**config.mk**
```make
export PLATFORM = sky130hd
export DESIGN_NAME = fetch_queue
export DESIGN_NICKNAME = d
export VERILOG_FILES = /design/src/rtl/fetch_queue.sv
export SDC_FILE = /design/constraint.sdc
export NUM_CORES = 1
export LEC_CHECK = 0
export BUFFER_PORTS_ARGS = -buffer_cell sky130_fd_sc_hd__buf_2
export CORE_MARGIN = 4
export CORE_UTILIZATION = 57
export CTS_CLUSTER_SIZE = 10
export DETAILED_ROUTE_END_ITERATION = 12
export PLACE_DENSITY = 0.8
export SYNTH_ARGS = -nofsm -noshare
export SYNTH_HDL_FRONTEND = slang
export SYNTH_SLANG_ARGS = --single-unit
export TNS_END_PERCENT = 100
```
**constraint.sdc**
```tcl
create_clock -name clk -period 5.3 [get_ports clk]
set_input_delay 0 -clock clk [delete_from_list [all_inputs] [get_ports clk]]
set_output_delay 0 -clock clk [all_outputs]
set_load 0.03 [all_outputs]
```
**src/rtl/fetch_queue.sv**
```systemverilog
// Instruction fetch queue: fetch PC register feeding a DEPTH-entry {pc, instr} FIFO.
// Optional macro FETCHQ_BYPASS_EN lets an empty queue present imem_data directly.
module fetch_queue #(
    parameter int N     = 64,
    parameter int DEPTH = 4
) (
    input  logic                   clk,
    input  logic                   reset,
    output logic [N-1:0]           imem_addr,
    input  logic [31:0]            imem_data,
    input  logic                   redirect_valid,
    input  logic [N-1:0]           redirect_target,
    output logic                   out_valid,
    input  logic                   out_ready,
    output logic [31:0]            out_instr,
    output logic [N-1:0]           out_pc,
    output logic [$clog2(DEPTH):0] count
);
    localparam int PW = $clog2(DEPTH);
    localparam int CW = PW + 1;

    logic [N-1:0]  pc;
    logic [N-1:0]  mem_pc    [DEPTH];
    logic [31:0]   mem_instr [DEPTH];
    logic [PW-1:0] wr_ptr;
    logic [PW-1:0] rd_ptr;
    logic [CW-1:0] cnt;

    logic empty;
    logic full;
    logic bypass_take;
    logic fifo_pop;
    logic fifo_push;
    logic adv;

    always_comb begin
        empty = (cnt == '0);
        full  = (cnt == CW'(DEPTH));
`ifdef FETCHQ_BYPASS_EN
        // An empty queue exposes the word being fetched right now.
        out_valid   = !reset && !redirect_valid;
        out_instr   = !empty ? mem_instr[rd_ptr] : (out_valid ? imem_data : 32'd0);
        out_pc      = !empty ? mem_pc[rd_ptr]    : (out_valid ? pc : '0);
        bypass_take = empty && out_valid && out_ready;
`else
        out_valid   = !reset && !redirect_valid && !empty;
        out_instr   = empty ? 32'd0 : mem_instr[rd_ptr];
        out_pc      = empty ? '0 : mem_pc[rd_ptr];
        bypass_take = 1'b0;
`endif
        fifo_pop  = out_valid && out_ready && !empty;
        // adv covers both a real push and a bypass consumption; only the former writes.
        adv       = !reset && !redirect_valid && (!full || fifo_pop);
        fifo_push = adv && !bypass_take;
    end

    always_ff @(posedge clk) begin
        if (reset) begin
            pc     <= '0;
            cnt    <= '0;
            wr_ptr <= '0;
            rd_ptr <= '0;
        end else if (redirect_valid) begin
            pc     <= {redirect_target[N-1:2], 2'b00};
            cnt    <= '0;
            wr_ptr <= '0;
            rd_ptr <= '0;
        end else begin
            if (adv)       pc     <= pc + N'(4);
            if (fifo_push) wr_ptr <= wr_ptr + 1'b1;
            if (fifo_pop)  rd_ptr <= rd_ptr + 1'b1;
            case ({fifo_push, fifo_pop})
                2'b10:   cnt <= cnt + 1'b1;
                2'b01:   cnt <= cnt - 1'b1;
                default: ;
            endcase
        end
    end

    // Storage holds data only; validity is tracked entirely by cnt and the pointers.
    always_ff @(posedge clk) begin
        if (fifo_push) begin
            mem_pc[wr_ptr]    <= pc;
            mem_instr[wr_ptr] <= imem_data;
        end
    end

    assign imem_addr = pc;
    assign count     = cnt;

endmodule

```
==> reports/qor.csv <==
metric;value;unit
status;finished, final reports clean;
fillers;2046;
cts_root_buf;clkbuf_16;
start_util;58.11;%
crit_arrival;3590;ps
yosys-mux-area-fraction;11.65;%
synthAdderAreaFrac;0.4752;%
power.leakage;7.974;nW
synth_compound_area_share;3.998;%
post-cts-setup-buffers;0;
worst_setup_path_start_kind;flop;
io_buffers;257;
grt_max_degree;98;
overflow;0;
clk_latency;550;ps
synth.area.top_cells;edfxtp_1, mux4_2, dfxtp_1;
drtPass1Iterations;5;
syn_area;18430;um^2
synth_area_per_cell;16.06;um^2
final-setup-viol-count;0;
synthArstFlopShare;0;%
io_pins;264;
ys.flop_type;edfxtp_1;
p_total;7.815;mW
synth_edf_count;376;
synth.distinct_cells;60;
fp.dieH;187.8;um
synth_top_family_by_area;multiplexers;
critPathKind;reg -> reg;
dieArea;35280;um^2
synthCells;1148;
h-tree-depth;2;
cts-resized-gates;0;
relSlewSlack;29.46;%
dpl.hpwl;26700;um
remaining_drc_errors;0;
yosysTopAreaCellShare;61.25;%
postCtsHoldBufs;95;
wire_per_inst;23.70;um
synthSimpleGateAreaFrac;11.23;%
irDropWorstVdd;0.2945;mV
die_w;187.8;um
yosysMostFrequentCell;edfxtp_1;
end_kind;flop;
maxCapViolCount;0;
synth_seq_area_share;68.97;%
finalHoldViolCount;0;
std_cell_rows;65;
ys_warn_count;0;
clock-sinks;447;
worst-slew-pin-transition;1058;ps
hold_class;in -> reg;
area_delta_synth_final;22.41;%
slew_violations;0;
regArea;12720;um^2
cts.path.max_buffers;3;
grt_pass1_vias;12190;
cts_tree;yes;
multi_input_area;5398;um^2
synth_xor_xnor_area_share;1.663;%
nets;1609;
finalSetupTns;0;ps
required;5710;ps
grt_setup_unrepaired;no;
skew;15.77;ps
ant_nets;0;
fin_crit_sh;59.84;%
max_freq;315.3;MHz
synth_commonest_cells;edfxtp_1, and2_1, mux4_2;
clk_pin_slew_worst_paths;60;ps
cts_buffers;51;
worst-path-max-fanout;14;
fin_crit;3172;ps
wl;46180;um
grt_first_pass_wirelength;71770;um
place_congestion;0.8668;
ys_ff_latch;447;
vias_per_cell;6.085;
coreArea;31720;um^2
yosysTopAreaCell;edfxtp_1;
antenna_found_initial;1;
final_layout_size_suffix_gt1_share;28.87;%
grtUsageTotal;26.03;%
vias;11850;
initialDrtViolationCount;1190;
power_density;346.4;nW/um^2
## state kept, by name (all words and copies together) (netlist names), named ones only
| register | count |
|---|---|
| mem_pc | 248 |
| mem_instr | 128 |
| imem_addr | 62 |
| count | 3 |
| rd_ptr | 2 |
| wr_ptr | 2 |
## stage by stage
step	hold slack (ps)	cell area, um^2	worst slack, ps	cells	utilization, %
2_1_floorplan	98.87	18440	970.9	1151	-
3_3_place_gp	212.5	20130	2340	1756	63.48
3_5_place_dp	218.8	20130	2192	1756	63.48
4_1_cts	67.72	22560	2185	1947	71.13
5_1_grt	113.6	22560	1809	1947	71.13
6_report	102.7	22560	2128	1948	71.14
## worst max-delay path: stages (launching register included)
cell,delay [ps]
dfxtp_1,390
inv_1,60
ha_1,280
nand3b_1,460
buf_4,320
nand4_1,190
nor3_1,750
a311oi_1,190
a2111oi_0,390
## layer usage
layer | GRT usage (%) | vias up | part of all wire (%)
li1 | - | 5234 | -
met4 | 7.425 | 2 | 2.6
met5 | 0 | - | 0.028
met2 | 42.85 | 612 | 49
met1 | 36.19 | 5905 | 40
met3 | 4.952 | 101 | 8.2
## kinds of logic after synthesis
group / Yosys count
AOI/OAI and AO/OA: 97
xor gates and xnor gates: 35
adders and majority gates: 7
buffers and inverters: 93
DFF: 447
muxes: 97
other: 1
and+or+nand+nor: 371
## worst paths after layout
kind         slack, ps  depth (start not counted)                    from                          to
min reg2reg        500                          2  wr_ptr[1]$_SDFFE_PP0P_      wr_ptr[1]$_SDFFE_PP0P_
max               2130                          8   count[0]$_SDFFE_PP0P_  imem_addr[55]$_SDFFE_PP0P_
min                100                          3                   reset   imem_addr[6]$_SDFFE_PP0P_
max reg2reg       2130                          8   count[0]$_SDFFE_PP0P_  imem_addr[55]$_SDFFE_PP0P_
## cell type report
cell class	count	share of cell area, %
diodes	1	0.01109
multi-input cells	611	23.92
clock buffers	91	6.366
clock inverters	5	0.1775
repair buffers	370	10.57
inverters	21	0.3494
well taps	402	2.229
flip-flops and latches	447	56.37
## layout by cell type, fill, tap and decap left out, drive strengths merged, types with 5 or more instances in the layout
cell | synthesis | final
a2111oi | 6 | 6
a211o | 5 | 5
a211oi | 29 | 29
a21oi | 20 | 20
a311oi | 5 | 5
and2 | 100 | 100
and3 | 18 | 18
and4 | 16 | 16
buf | 23 | 275
clkbuf | 49 | 91
dfxtp | 71 | 71
dlygate4sd3 | 0 | 95
edfxtp | 376 | 376
ha | 7 | 7
inv | 20 | 24
mux4 | 94 | 94
nand2 | 52 | 52
nand3 | 25 | 25
nand4 | 29 | 29
nor2 | 59 | 59
nor2b | 7 | 7
nor3 | 20 | 20
nor4 | 21 | 21
o2111a | 5 | 5
or3 | 5 | 5
xnor2 | 33 | 33
## power breakdown
part	total (mW)	switching, mW	internal [mW]	leakage (nW)
combinational	0.656	0.403	0.253	3.24
clock	3.14	1.32	1.82	0.704
sequential	4.02	0.106	3.91	4.03
No activity file was read; power rests on OpenSTA's default activity.
